<file path="config.mk">
export PLATFORM = sky130hd
export DESIGN_NAME = util_edge_event_arbiter
export DESIGN_NICKNAME = d
export VERILOG_FILES = /design/src/rtl/util_edge_event_arbiter.sv
export SDC_FILE = /design/constraint.sdc
export NUM_CORES = 1
export LEC_CHECK = 0
export BUFFER_PORTS_ARGS = -buffer_cell sky130_fd_sc_hd__buf_2
export CAP_MARGIN = 10
export CORE_UTILIZATION = 35
export CTS_CLUSTER_SIZE = 40
export DETAILED_ROUTE_END_ITERATION = 8
export GPL_TIMING_DRIVEN = 0
export PLACE_DENSITY = 0.48
export SLEW_MARGIN = 30
export SYNTH_ARGS = -nofsm -noshare
export SYNTH_HDL_FRONTEND = slang
export SYNTH_SLANG_ARGS = --single-unit
</file>
<file path="constraint.sdc">
create_clock -name clk -period 5.5 [get_ports clk]
set_input_delay 0.825 -clock clk [delete_from_list [all_inputs] [get_ports clk]]
set_output_delay 0.825 -clock clk [all_outputs]
set_load 0.1 [all_outputs]
</file>
<file path="src/rtl/util_edge_event_arbiter.sv">
// util_edge_event_arbiter
// Per-input two-flop synchronizer, debounce and edge capture into a one-deep
// pending slot per input. Slots drain through a round-robin arbiter onto a
// single valid/ready event port. A sticky overflow flag records dropped edges.
module util_edge_event_arbiter #(
  parameter int N               = 16,
  parameter int IDX_W           = 4,
  parameter int DEBOUNCE_CYCLES = 4
) (
  input  logic             clk,
  input  logic             res,
  input  logic [N-1:0]     in,
  input  logic [N-1:0]     rise_en,
  input  logic [N-1:0]     fall_en,
  output logic [N-1:0]     level,
  output logic             ev_valid,
  input  logic             ev_ready,
  output logic [IDX_W-1:0] ev_idx,
  output logic             ev_rise,
  output logic             overflow,
  input  logic             ovf_clr
);

  localparam logic [15:0] DEB_LIM = 16'(DEBOUNCE_CYCLES);

  logic [N-1:0]     s1_r, s2_r, level_r, pend_r, pend_pol_r;
  logic [15:0]      cnt_r     [N];
  logic [15:0]      cnt_nxt_s [N];
  logic [N-1:0]     level_nxt_s, new_ev_s, drop_s, grant_oh_s;
  logic [N-1:0]     pend_nxt_s, pol_nxt_s, req_hi_s;
  logic             grant_vld_s, grant_pol_s, free_s, take_s, ovf_nxt_s;
  logic [IDX_W-1:0] grant_idx_s, ptr_r, ptr_nxt_s;
  logic             ev_valid_r, ev_rise_r, overflow_r;
  logic [IDX_W-1:0] ev_idx_r;

  assign level    = level_r;
  assign ev_valid = ev_valid_r;
  assign ev_idx   = ev_idx_r;
  assign ev_rise  = ev_rise_r;
  assign overflow = overflow_r;

  // Debounce: count consecutive disagreement cycles, flip the level at the limit.
  always_comb begin
    level_nxt_s = level_r;
    for (int i = 0; i < N; i++) begin
      cnt_nxt_s[i] = 16'd0;
      if (s2_r[i] == level_r[i]) begin
        cnt_nxt_s[i] = 16'd0;
      end else if ((cnt_r[i] + 16'd1) == DEB_LIM) begin
        level_nxt_s[i] = s2_r[i];
        cnt_nxt_s[i]   = 16'd0;
      end else begin
        cnt_nxt_s[i] = cnt_r[i] + 16'd1;
      end
    end
  end

  // Round-robin grant: lowest pending index at or above the pointer, else lowest overall.
  always_comb begin
    req_hi_s = '0;
    for (int i = 0; i < N; i++) begin
      req_hi_s[i] = pend_r[i] && (i >= int'(ptr_r));
    end
    grant_vld_s = |pend_r;
    grant_idx_s = '0;
    grant_pol_s = 1'b0;
    for (int i = N - 1; i >= 0; i--) begin
      if ((|req_hi_s) ? req_hi_s[i] : pend_r[i]) begin
        grant_idx_s = IDX_W'(i);
        grant_pol_s = pend_pol_r[i];
      end else begin
        grant_idx_s = grant_idx_s;
        grant_pol_s = grant_pol_s;
      end
    end
    free_s    = !ev_valid_r || ev_ready;
    take_s    = free_s && grant_vld_s;
    ptr_nxt_s = (grant_idx_s == IDX_W'(N - 1)) ? '0 : (grant_idx_s + IDX_W'(1));
    grant_oh_s = '0;
    for (int i = 0; i < N; i++) begin
      grant_oh_s[i] = take_s && (grant_idx_s == IDX_W'(i));
    end
  end

  // Edge capture into pending slots; a full slot keeps its event unless granted this cycle.
  always_comb begin
    pend_nxt_s = pend_r;
    pol_nxt_s  = pend_pol_r;
    new_ev_s   = '0;
    drop_s     = '0;
    for (int i = 0; i < N; i++) begin
      new_ev_s[i] = (level_nxt_s[i] != level_r[i]) &&
                    (level_nxt_s[i] ? rise_en[i] : fall_en[i]);
      if (new_ev_s[i]) begin
        if (pend_r[i] && !grant_oh_s[i]) begin
          drop_s[i] = 1'b1;
        end else begin
          pend_nxt_s[i] = 1'b1;
          pol_nxt_s[i]  = level_nxt_s[i];
        end
      end else if (grant_oh_s[i]) begin
        pend_nxt_s[i] = 1'b0;
      end else begin
        pend_nxt_s[i] = pend_r[i];
      end
    end
    if (|drop_s) begin
      ovf_nxt_s = 1'b1;
    end else if (ovf_clr) begin
      ovf_nxt_s = 1'b0;
    end else begin
      ovf_nxt_s = overflow_r;
    end
  end

  // State registers with synchronous active-low reset.
  always_ff @(posedge clk) begin
    if (!res) begin
      s1_r       <= '0;
      s2_r       <= '0;
      level_r    <= '0;
      pend_r     <= '0;
      pend_pol_r <= '0;
      ptr_r      <= '0;
      ev_valid_r <= 1'b0;
      ev_idx_r   <= '0;
      ev_rise_r  <= 1'b0;
      overflow_r <= 1'b0;
      for (int i = 0; i < N; i++) begin
        cnt_r[i] <= 16'd0;
      end
    end else begin
      s1_r       <= in;
      s2_r       <= s1_r;
      level_r    <= level_nxt_s;
      pend_r     <= pend_nxt_s;
      pend_pol_r <= pol_nxt_s;
      overflow_r <= ovf_nxt_s;
      for (int i = 0; i < N; i++) begin
        cnt_r[i] <= cnt_nxt_s[i];
      end
      if (take_s) begin
        ev_valid_r <= 1'b1;
        ev_idx_r   <= grant_idx_s;
        ev_rise_r  <= grant_pol_s;
        ptr_r      <= ptr_nxt_s;
      end else if (free_s) begin
        ev_valid_r <= 1'b0;
      end else begin
        ev_valid_r <= ev_valid_r;
      end
    end
  end

endmodule

</file>
[Word-level counts from Yosys, hierarchy flattened]
Memory sizes are Yosys's and may differ from the RTL's.
Cells that the tools add are included.
Word-level totals
  bits of input ports: 52
  memories kept: 1
  RAM bits: 256
  output and inout port bits: 23
  register bits after elaboration: 91
Memory list
  cnt_r: words 16, width 16, rd ports 16, clocked after memory_dff 0, wr ports 16, line 27  | logic [15:0] cnt_r [N];
Cells by class
  reduce and logical (&&, ||, !) cells: 136
  bitwise logic cells: 32
  equal/unequal tests: 79
  muxes and demuxes: 230
  $lt $le $gt $ge: 15
  add/subtract/negate cells: 17
Operator list (count)
  $mux W16: 48
  $add A16 B1 Y16 const B: 16
  $eq A16 B3 Y1 const B: 16
  $mux W1: 165
  $mux W4: 17
  $logic_and A1 B1 Y1: 64
  $reduce_and A2 Y1: 32
  $reduce_or A16 Y1: 3
  $reduce_bool A2 Y1: 18
  $eq A4 B4 Y1 const B: 8
  $ne A2 B2 Y1 const B: 16
  $ge A4 B4 Y1 const A: 7
  $logic_not A1 Y1: 17
  $eq A1 B1 Y1: 16
  $eq A4 B3 Y1 const B: 4
  $ge A3 B4 Y1 const A: 4
  $ne A1 B1 Y1: 16
  $not A1 Y1: 16
  $or A1 B1 Y1: 16
  $eq A4 B2 Y1 const B: 2
  $ge A1 B4 Y1 const A: 2
  $ge A2 B4 Y1 const A: 2
  $add A4 B1 Y4 const B: 1
  $eq A4 B1 Y1 const B: 1
  2 further kinds: 2

[Longest topological paths before layout]
Gate-level depths: netlist (run 1).
  word-level depth: 27
  depth in mapped cells: 21
  gate-level depth less buffers: 18

[Least setup slack after synthesis (run 1)]
Ideal clock, no wire load.
  kind: reg-to-reg
  from: register ptr_r[2]
  to: register overflow_r (netlist: overflow)
  slack: 0.909 ns
  stages on the path, launching flop included: 21
  data required time: 5.375 ns
  data arrival time: 4.465 ns
  path through: dfxtp_1 buf_4 nor2b_1 o211a_1 nor3_2 and4_4 buf_6 clkbuf_1 o21ai_0 a21oi_1 o211ai_1 and3_1 inv_1 ha_1 nand2_1 and3_1 a211o_1 a311o_1 or4_1 or4_1 o41a_1
On the way
  cells in the longest elaborated chain, start to end: 27
RTL lines
  start: declaration: line 32  | logic [IDX_W-1:0] grant_idx_s, ptr_r, ptr_nxt_s;
  start signal: assignment: line 146  | ptr_r <= ptr_nxt_s;
  $ge A1 B4 Y1 (tied with other cells): line 62  | req_hi_s[i] = pend_r[i] && (i >= int'(ptr_r));
  $logic_and A1 B1 Y1: line 62
  $reduce_or A16 Y1: line 68  | if ((|req_hi_s) ? req_hi_s[i] : pend_r[i]) begin
  $mux W1: line 68
  $mux W4 (14 in a row): line 68
  $mux W4 *: line 68
  net grant_idx_s[0]: line 32
  $eq A4 B1 Y1 (tied with other cells): line 81  | grant_oh_s[i] = take_s && (grant_idx_s == IDX_W'(i));
  $logic_and A1 B1 Y1: line 81
  $logic_not A1 Y1: line 95  | if (pend_r[i] && !grant_oh_s[i]) begin
  $logic_and A1 B1 Y1: line 95
  $mux W1: line 95
  $mux W1: line 94  | if (new_ev_s[i]) begin
  $reduce_or A16 Y1 *: line 107  | if (|drop_s) begin
  $mux W1 / $reduce_bool A2 Y1 (equally long branches)
  end signal: assignment: line 138  | overflow_r <= ovf_nxt_s;
  end: declaration: line 33  | logic ev_valid_r, ev_rise_r, overflow_r;
Mark *: on every way through the listed nets, which the timed path passes. The rest lies on a longest branch.
A chain may end at the register's enable or synchronous reset.

[Worst setup path after layout (run 1)]
  from: register ptr_r[1]
  to: register overflow_r (netlist: overflow)
Same word-level chain as after synthesis.

==> flow_summary.yaml, run 1 <==
floorplanning:
  start_util: 0.3558
  design.core.area_um2: 47950
  die_h_um: 222.8
  area_of_the_die_um2: 49630
  io_pins: 75
  placementRows: 80
  chipWidth_um: 222.8
setup_path:
  reg_to_reg_end: "overflow$_SDFFE_PN0P_"
  critPathCaptureType: "flop"
  cp_cell_sequence: "buf_4, inv_4, a211oi_1, o32a_1, and4_4, buf_6, o21a_1, o21bai_1, a21oi_2, o211ai_1, and3_1, inv_1, ha_1, nand2_2, and3_1, a211o_1, a311o_1, or4_1, or4_1, o41a_1"
  timing_worst_setup_path_type: "reg2reg"
  cp_slowest_cell: "or4_1"
  rrSetupSlack_ns: 0.27
  startpoint_type: "flop"
  rr_startpoint: "ptr_r[1]$_SDFFE_PN0P_"
  worst-r2r-cell-count: 20
  worst_path_largest_cell_delay_ns: 0.61
  cp.arrival_ns: 5.68
  critical_path_required_ns: 5.94
  worstPathMaxFanout: 19
synth:
  yosys.cell_types.count: 88
  synthesis.yosys.warnings: 0
  yosysSeqAreaShare: 0.4072
  dominantRegCellSynth: "dfxtp_1"
  count_of_flip_flops_with_a_built_in_enable_after_synthesis: 0
  synth_async_sr_flop_share: 0
  synth-seq-cells: 347
  synthCells: 2030
  syn_area_per_cell_um2: 8.405
  synth_nets: 2102
  syn-cell-area_um2: 17060
min_path:
  worst_hold_path.num_cells: 1
  holdCritStartpoint: "s1_r[13]$_SDFF_PN0_"
  hold_path_end: "s2_r[13]$_SDFF_PN0_"
  worst_hold_path_type: "reg2reg"
placement:
  gp_congestion: 0.9080
  dp.final_hpwl_mm: 30.05
  post_dp_cell_area_um2: 18210
  port_buffers: 74
  detailedPlace.worstSlack_ns: -0.07276
  place_inst: 2719
global_route:
  first_pass_grt_wire_length_mm: 67.52
  grt_pass1_vias: 13050
  grt_overflow: 0
  aggregate_global_route_resource_usage: 0.1679
  number_of_antenna_violations_at_the_first_check_in_global_routing: 2
  pin_count_of_the_biggest_net_entering_global_routing: 20
finish:
  area_growth_syn_to_layout_pct: 14.96
  diodes: 0
  layout-drive-gt1-share: 0.09066
  fin_cells: 2788
  design_area_um2: 19610
  postLayoutCoreUtil: 0.4091
  finish.net_count: 2219
clock_network:
  max-clock-path-buffers: 3
  cts_hold_buffers: 0
  cts.sink_count: 347
  clkSlewWorstSetupHoldPaths_ns: 0.06
  root_buffer_cell: "clkbuf_16"
  clock_buffer_count_from_cts: 42
  cts.htree.levels: 2
  postCtsSetupBuffers: 0
  clock_tree_from_tritoncts: "yes"
  clkLatencyLatePin_ns: 0.56
sta:
  finalSetupTns_ns: 0
  worst_slew_pin_slew_ns: 0.9078
  finalHoldViolCount: 0
  fmax_mhz: 191.0
  hold-worst-slack_ns: 0.4284
  postLayoutSetupSlackWorst_ns: 0.2653
  post-route-period-util: 0.9518
  slew_headroom: 0.3948
  final-setup-viol-count: 0
  min_period_ns: 5.235
  skew_ns: 0.01456
  drv_slew: 0
  rsz0062_at_grt: "false"
detailed_routing:
  avgRoutedWirePerCell_um: 14.90
  detail-route-antenna-nets: 0
  total_length_of_routed_wires_mm: 41.54
  drc_errors: 0
  route.detailed.vias_per_inst: 5.048
  first_iter_violations: 640
  route.vias.total: 14070
  detail_route.first_pass.iterations: 7
power_and_ir_drop:
  internal-power_mw: 4.265
  net_switching_power_of_the_design_mw: 1.155
  powerDensity_nw_per_um2: 276.3
  pwr-share-seq: 0.469
  switching_share: 0.2131
  comb_power_share: 0.018
  worst_ir_drop_vdd_mv: 0.2159
  pwr-share-clk: 0.514
  p_leak_nw: 6.878
  power.total_mw: 5.420
run_status:
  outcome: "finished, final reports clean"
flow_run:
  max_cap_violations: 0
==> sequential cells by signal (all words and copies together) (netlist names) <==
signal and count:
s1_r 16, overflow 1, level 16, s2_r 16, pend_pol_r 16, ev_valid 1
cnt_r 256, pend_r 16, ptr_r 4, ev_idx 4, ev_rise 1
==> layout by cell type, fill, tap and decap left out, types with 9 or more instances in the layout <==
cell type	instances
dfxtp_1	347
nor2_1	346
nand2_1	145
xor2_1	133
nand3_1	132
xnor2_1	120
buf_2	78
nor2b_1	72
clkbuf_1	56
o21ai_0	56
and3_1	52
and2_1	49
nand4_1	45
clkbuf_16	45
inv_1	43
nor3_1	34
mux2i_1	33
nor4_1	27
a21oi_1	26
a21boi_0	25
o31ai_1	20
ha_1	20
and4_1	19
a31oi_1	16
o211ai_1	14
o22ai_1	13
or2_2	12
nand2b_1	11
or4_1	11
or3_1	10
o21a_1	9
nor3b_1	9
==> power by group through the flow <==
stage | clock [mW] | combinational, mW | sequential [mW]
after floorplan | 0 | 0.0447 | 2.59
after global placement | 0 | 0.0983 | 2.59
after detailed placement | 0 | 0.0987 | 2.60
after CTS | 2.89 | 0.0992 | 2.54
after global routing | 2.98 | 0.106 | 2.54
final | 2.78 | 0.0959 | 2.54
==> worst max-delay path by stage <==
stage | slack, ns | start | depth (start not counted) | to
after detailed placement | -0.07 | ptr_r[1]$_SDFFE_PN0P_ | 20 | overflow$_SDFFE_PN0P_
after CTS | 0.14 | ptr_r[1]$_SDFFE_PN0P_ | 20 | overflow$_SDFFE_PN0P_
final | 0.27 | ptr_r[1]$_SDFFE_PN0P_ | 20 | overflow$_SDFFE_PN0P_
after global routing | 0.04 | ptr_r[1]$_SDFFE_PN0P_ | 20 | overflow$_SDFFE_PN0P_
after floorplan | 0.91 | ptr_r[2]$_SDFFE_PN0P_ | 20 | overflow$_SDFFE_PN0P_
after global placement | -0.11 | ptr_r[2]$_SDFFE_PN0P_ | 19 | overflow$_SDFFE_PN0P_
==> routing by layer <==
| metal | GRT usage | vias up | wire (um) | share of wire |
|---|---|---|---|---|
| met1 | 0.2289 | 6519 | 20470 | 0.49 |
| met2 | 0.2588 | 212 | 17940 | 0.43 |
| met4 | 0.07497 | 0 | 1513 | 0.036 |
| li1 | - | 7261 | - | - |
| met5 | 0 | - | 0 | 0 |
| met3 | 0.02870 | 81 | 1626 | 0.039 |
==> kinds of logic after synthesis <==
group	after synthesis	share of synthesized area
xor gates and xnor gates	253	0.1299
muxes	33	0.01936
buffers and inverters	112	0.02669
DFF	347	0.4072
adders and majority gates	20	0.01467
and+or+nand+nor	1018	0.3019
AOI/OAI and AO/OA	247	0.1003
==> area by class of cell <==
type | instances | area [um^2]
fillers | 4858 | 28330
multi-input cells | 1571 | 9687
flip-flops and latches | 347 | 6947
clock buffers | 58 | 1235
well taps | 615 | 769.5
repair buffers | 74 | 370.4
plain buffers | 65 | 282.8
inverters | 46 | 175.2
clock inverters | 12 | 147.6
==> timing repair <==
item / in CTS / in global routing
gates resized for setup: 1 / 7
cloned: 0 / 0
endpoints found under the setup margin: 1 / 1
pin swaps: 0 / 0
==> worst max-delay path, delay by kind of cell (launching register included) <==
| family | cells | cell delay, ns |
|---|---|---|
| buffers and inverters | 4 | 0.55 |
| and+or+nand+nor | 6 | 1.92 |
| AOI/OAI and AO/OA | 9 | 2.18 |
| adders and majority gates | 1 | 0.16 |
| DFF | 1 | 0.30 |
==> Yosys cell counts (all sizes together), types with 28 or more instances <==
| cell | number | share of area |
|---|---|---|
| inv | 46 | 0.010 |
| clkbuf | 56 | 0.012 |
| nor2b | 72 | 0.026 |
| and2 | 50 | 0.018 |
| mux2i | 33 | 0.019 |
| nand4 | 47 | 0.018 |
| o21ai | 59 | 0.018 |
| xnor2 | 120 | 0.062 |
| xor2 | 133 | 0.068 |
| dfxtp | 347 | 0.41 |
| nand3 | 133 | 0.039 |
| nor2 | 348 | 0.077 |
| and3 | 52 | 0.019 |
| nor4 | 31 | 0.012 |
| a21oi | 28 | 0.0089 |
| nand2 | 146 | 0.032 |
| nor3 | 36 | 0.012 |
(Power assumes the default switching activity.)
==> run 2: changes to the inputs <==
--- a/config.mk
+++ b/config.mk
@@ -5,13 +5,15 @@
 export SDC_FILE = /design/constraint.sdc
 export NUM_CORES = 1
 export LEC_CHECK = 0
-export BUFFER_PORTS_ARGS = -buffer_cell sky130_fd_sc_hd__buf_2
+export BUFFER_PORTS_ARGS = -buffer_cell sky130_fd_sc_hd__buf_4
 export CAP_MARGIN = 10
+export CELL_PAD_IN_SITES_DETAIL_PLACEMENT = 1
+export CELL_PAD_IN_SITES_GLOBAL_PLACEMENT = 1
 export CORE_UTILIZATION = 35
 export CTS_CLUSTER_SIZE = 40
 export DETAILED_ROUTE_END_ITERATION = 8
 export GPL_TIMING_DRIVEN = 0
-export PLACE_DENSITY = 0.48
+export PLACE_DENSITY = 0.6
 export SLEW_MARGIN = 30
 export SYNTH_ARGS = -nofsm -noshare
 export SYNTH_HDL_FRONTEND = slang
==> flow_summary.yaml, run 2 (synthesis results as in run 1) <==
global_route:
  grt_overflow: 0
  grt_pass1_vias: 14530
  pin_count_of_the_biggest_net_entering_global_routing: 20
  aggregate_global_route_resource_usage: 0.1880
  first_pass_grt_wire_length_mm: 75.39
  number_of_antenna_violations_at_the_first_check_in_global_routing: 3
power_and_ir_drop:
  powerDensity_nw_per_um2: 276.1
  power.total_mw: 5.475
  worst_ir_drop_vdd_mv: 0.1904
  p_leak_nw: 6.937
setup_path:
  worstPathMaxFanout: 10
  rr_startpoint: "ptr_r[0]$_SDFFE_PN0P_"
  worst-r2r-cell-count: 16
  startpoint_type: "flop"
  reg_to_reg_end: "overflow$_SDFFE_PN0P_"
  rrSetupSlack_ns: 0.20
  crit_path_start: "ptr_r[0]$_SDFFE_PN0P_"
  critPathCaptureType: "flop"
  cp.arrival_ns: 5.74
  critical_path_required_ns: 5.94
  timing_worst_setup_path_type: "reg2reg"
clock_network:
  clock_buffer_count_from_cts: 42
  max-clock-path-buffers: 3
  postCtsSetupBuffers: 0
  root_buffer_cell: "clkbuf_16"
  clkSlewWorstSetupHoldPaths_ns: 0.06
  clock_tree_from_tritoncts: "yes"
  cts_hold_buffers: 0
  cts.sink_count: 347
  cts.htree.levels: 2
  clkLatencyLatePin_ns: 0.57
min_path:
  worst_hold_path_type: "reg2reg"
  worst_hold_path.num_cells: 1
  hold_path_end: "s2_r[11]$_SDFF_PN0_"
  holdCritStartpoint: "s1_r[11]$_SDFF_PN0_"
finish:
  n_fill_cell: 5716
  fin_cells: 2794
  layout-drive-gt1-share: 0.09366
  area_growth_syn_to_layout_pct: 16.24
  layout_common_cells: "dfxtp_1, nor2_1, nand2_1"
  multiInputGateArea_um2: 9684
  design_area_um2: 19830
  layout.cells.most_common: "dfxtp_1"
  finish.net_count: 2219
  postLayoutCoreUtil: 0.4136
  regArea_um2: 6947
  largest_register_ffs: 256
  max_flop_register: "cnt_r"
sta:
  final-setup-viol-count: 0
  hold-worst-slack_ns: 0.4231
  drv_slew: 0
  finalSetupTns_ns: 0
  skew_ns: 0.01788
  rsz0062_at_grt: "false"
  fmax_mhz: 188.8
  finalHoldViolCount: 0
  postLayoutSetupSlackWorst_ns: 0.2040
  post-route-period-util: 0.9629
  min_period_ns: 5.296
  worst_slew_pin_slew_ns: 0.9206
  slew_headroom: 0.3862
detailed_routing:
  detail_route.first_pass.iterations: 4
  route.detailed.vias_per_inst: 5.149
  drc_errors: 0
  route.vias.total: 14390
  avgRoutedWirePerCell_um: 16.70
  detail-route-antenna-nets: 0
  first_iter_violations: 585
  total_length_of_routed_wires_mm: 46.65
placement:
  dp.final_hpwl_mm: 33.94
  detailedPlace.worstSlack_ns: -0.2680
  post_dp_cell_area_um2: 18400
  place_inst: 2719
  port_buffers: 74
  gp_congestion: 0.8580
floorplanning:
  design.core.area_um2: 47950
  start_util: 0.3558
  chipWidth_um: 222.8
  io_pins: 75
  area_of_the_die_um2: 49630
  placementRows: 80
  die_h_um: 222.8
flow_run:
  max_cap_violations: 0
run_status:
  outcome: "finished, final reports clean"
## run 2: timing repair
item | 4_1_cts | 5_1_grt
cloned | 0 | 0
resized for setup | 1 | 7
pin swaps | 0 | 1
setup endpoints to repair | 1 | 1
## run 2: how the worst max path moves through the flow
stage	end	slack, ns	cells past startpoint
after floorplan	overflow$_SDFFE_PN0P_	0.91	20
after global placement	overflow$_SDFFE_PN0P_	-0.22	19
after detailed placement	overflow$_SDFFE_PN0P_	-0.27	18
after CTS	overflow$_SDFFE_PN0P_	0.08	20
after global routing	overflow$_SDFFE_PN0P_	0.01	20
final	overflow$_SDFFE_PN0P_	0.20	16
## run 2: power by group
group / switching [mW] / total, mW / internal (mW) / leakage (nW)
clock network: 1.13 / 2.83 / 1.70 / 0.705
logic: 0.0611 / 0.107 / 0.0457 / 3.43
registers: 0.0113 / 2.54 / 2.53 / 2.80
## run 2: metal layers
metal	track usage	routed length [um]	vias up
met5	0	13	-
met4	0.05117	1052	2
met3	0.03570	1448	73
met2	0.3234	22080	135
met1	0.2386	22060	6909
li1	-	-	7266
## run 2: area by class of cell
class	count	share of cell area
sequential	347	0.3503
antenna	1	0.0001262
tap	615	0.03880
clock inverter	14	0.005173
timing repair buffer	74	0.02801
clock buffer	61	0.06637
buffer	65	0.01413
inverter	46	0.008832
multi-input combinational	1571	0.4883
## run 2: critical path, cell delays in order (launching register included)
cell and delay [ns]:
dfxtp_1 0.44, buf_4 0.23, o221ai_1 0.17, or3_4 0.38, o41ai_4 0.42, o21ai_2 0.14, o211ai_1 0.19, a211oi_1 0.13
o21a_1 0.22, nor2_2 0.21, ha_1 0.18, nand2_1 0.21, a211o_1 0.33, a311o_1 0.33, or4_1 0.57, or4_1 0.58
o41a_1 0.44
==> run 3: changes to the inputs <==
--- a/config.mk
+++ b/config.mk
@@ -13,7 +13,7 @@
 export CTS_CLUSTER_SIZE = 40
 export DETAILED_ROUTE_END_ITERATION = 8
 export GPL_TIMING_DRIVEN = 0
-export PLACE_DENSITY = 0.6
+export PLACE_DENSITY = 0.63
 export SLEW_MARGIN = 30
 export SYNTH_ARGS = -nofsm -noshare
 export SYNTH_HDL_FRONTEND = slang
==> constraint.sdc (replaced) <==
create_clock -name clk -period 4.8 [get_ports clk]
set_input_delay 0.72 -clock clk [delete_from_list [all_inputs] [get_ports clk]]
set_output_delay 0.72 -clock clk [all_outputs]
set_load 0.1 [all_outputs]
==> flow_summary.yaml, run 3 (synthesis results as in run 1) <==
sta:
  rsz0062_at_grt: "true"
  skew_ns: 0.01021
  final-setup-viol-count: 1
  slew_headroom: 0.4290
  post-route-period-util: 1.025
  min_period_ns: 4.919
  postLayoutSetupSlackWorst_ns: -0.1191
  fmax_mhz: 203.3
  finalHoldViolCount: 0
  worst_slew_pin_slew_ns: 0.8565
  drv_slew: 0
power_and_ir_drop:
  powerDensity_nw_per_um2: 310.0
  worst_ir_drop_vdd_mv: 0.2428
  internal-power_mw: 4.917
  pwr-share-clk: 0.514
  comb_power_share: 0.020
  pwr-share-seq: 0.466
  p_leak_nw: 7.047
  switching_share: 0.2129
  net_switching_power_of_the_design_mw: 1.330
placement:
  detailedPlace.worstSlack_ns: -0.8323
  gp_congestion: 0.8669
  port_buffers: 74
  dp.final_hpwl_mm: 33.74
  post_dp_cell_area_um2: 18400
detailed_routing:
  detail-route-antenna-nets: 0
  avgRoutedWirePerCell_um: 16.68
  route.detailed.vias_per_inst: 5.242
  detail_route.first_pass.iterations: 5
  drc_errors: 0
  total_length_of_routed_wires_mm: 46.89
  first_iter_violations: 602
  route.vias.total: 14740
clock_network:
  max-clock-path-buffers: 3
  cts.sink_count: 347
  clock_buffer_count_from_cts: 42
  cts_hold_buffers: 0
  root_buffer_cell: "clkbuf_16"
  cts.htree.levels: 2
  clkSlewWorstSetupHoldPaths_ns: 0.06
  clock_tree_from_tritoncts: "yes"
  clkLatencyLatePin_ns: 0.56
min_path:
  worst_hold_path_type: "in2reg"
  worst_hold_path.num_cells: 2
global_route:
  first_pass_grt_wire_length_mm: 76.23
  grt_overflow: 0
  number_of_antenna_violations_at_the_first_check_in_global_routing: 1
  pin_count_of_the_biggest_net_entering_global_routing: 12
  aggregate_global_route_resource_usage: 0.1880
  grt_pass1_vias: 14800
finish:
  design_area_um2: 20160
  area_growth_syn_to_layout_pct: 18.14
  max_flop_register: "cnt_r"
  diodes: 0
  layout.cells.most_common: "nor2_1"
  largest_register_ffs: 256
  layout_common_cells: "nor2_1, dfxtp_1, nand2_1"
  finish.net_count: 2238
  layout-drive-gt1-share: 0.1106
setup_path:
  crit_family: "compound AO/OA/AOI/OAI gates"
  timing_worst_setup_path_type: "reg2reg"
  worst-r2r-cell-count: 20
  critical_path_required_ns: 5.24
  startpoint_type: "flop"
  cp.arrival_ns: 5.36
  worst_path_largest_cell_delay_ns: 0.57
  worstSetupPathDepth: 20
  cp_cell_sequence: "buf_8, nor2b_1, o211ai_1, o211ai_1, and4_4, buf_12, o21a_4, o21bai_1, a21oi_1, o211ai_1, and3_4, inv_4, ha_4, nand2_4, and3_4, a211o_1, a311o_1, or4_4, or4_4, o41a_1"
  critPathCaptureType: "flop"
  cp_slowest_cell: "or4_4"
  critical_path.n_buffers_inverters: 3
  dominant_cell_type_by_count_on_the_critical_path: "o211ai_1"
  worstPathMaxFanout: 10
floorplanning:
  area_of_the_die_um2: 49630
  start_util: 0.3558
  design.core.area_um2: 47950
  chipWidth_um: 222.8
  io_pins: 75
  die_h_um: 222.8
  placementRows: 80
flow_run:
  max_cap_violations: 0
run_status:
  outcome: "finished with violations"
  failed_checks: "setup timing"
## run 3: cell count changes in the layout (fill, tap and decap cells not counted), sizes merged
cell | before | now
clkinvlp | 3 | 1
clkinv | 10 | 5
buf | 84 | 102
bufinv | 1 | 2
diode | 1 | 0
clkbuf | 116 | 123
## run 3: layout make-up
class	count	area [um^2]
fill	5648	27790
clock inverter	8	92.59
buffer	65	326.6
inverter	46	185.2
timing repair buffer	93	705.7
multi-input combinational	1571	9814
sequential	347	6954
tap	615	769.5
clock buffer	67	1309
## run 3: worst paths after layout
check / from / end / slack (ns)
setup / recovery: ptr_r[1]$_SDFFE_PN0P_ / overflow$_SDFFE_PN0P_ / -0.12
hold / removal: in[9] / s1_r[9]$_SDFF_PN0_ / 0.36
setup reg to reg: ptr_r[1]$_SDFFE_PN0P_ / overflow$_SDFFE_PN0P_ / -0.12
hold reg to reg: s1_r[11]$_SDFF_PN0_ / s2_r[11]$_SDFF_PN0_ / 0.43
## run 3: per-layer routing
metal  track usage  vias to the layer above  routed length (um)
met3       0.02658                       75                1605
li1              -                     7299                   -
met1        0.2432                     7173               21870
met4       0.05984                        0                1051
met2        0.3213                      194               22360
met5             0                        -                   0
## run 3: what timing repair did
item	in CTS	in global routing
pin swaps	9	23
endpoints found under the setup margin	1	1
setup buffers	5	14
gates resized for setup	25	46
gates cloned	0	0
## run 3: power by group through the flow
stage,clock [mW],combinational [mW],sequential (mW)
finish,3.21,0.122,2.91
global route,3.44,0.135,2.91
CTS,3.33,0.127,2.91
detailed placement,0,0.126,2.97
global placement,0,0.124,2.97
floorplan,0,0.0512,2.97
## run 3: worst reg2reg max path, stage by stage, from the launching register on
cell,delay [ns]
dfxtp_2,0.32
buf_8,0.14
nor2b_1,0.15
o211ai_1,0.27
o211ai_1,0.18
and4_4,0.25
buf_12,0.14
o21a_4,0.23
o21bai_1,0.18
a21oi_1,0.16
o211ai_1,0.14
and3_4,0.24
inv_4,0.06
ha_4,0.12
nand2_4,0.05
and3_4,0.18
a211o_1,0.26
a311o_1,0.27
or4_4,0.48
or4_4,0.57
o41a_1,0.40
## run 3: per-stage QoR
step                      power [mW]  setup TNS (ns)  hold WS [ns]  instances  utilization
after floorplan                3.020               0        0.4119       2030            -
after global placement         3.098         -0.8575        0.4133       2719       0.3835
after detailed placement       3.101         -0.8323        0.4206       2719       0.3838
after CTS                      6.370               0        0.3364       2799       0.4152
after global routing           6.484         -0.2318        0.3531       2812       0.4204
final                          6.248         -0.1191        0.3644       2812       0.4204
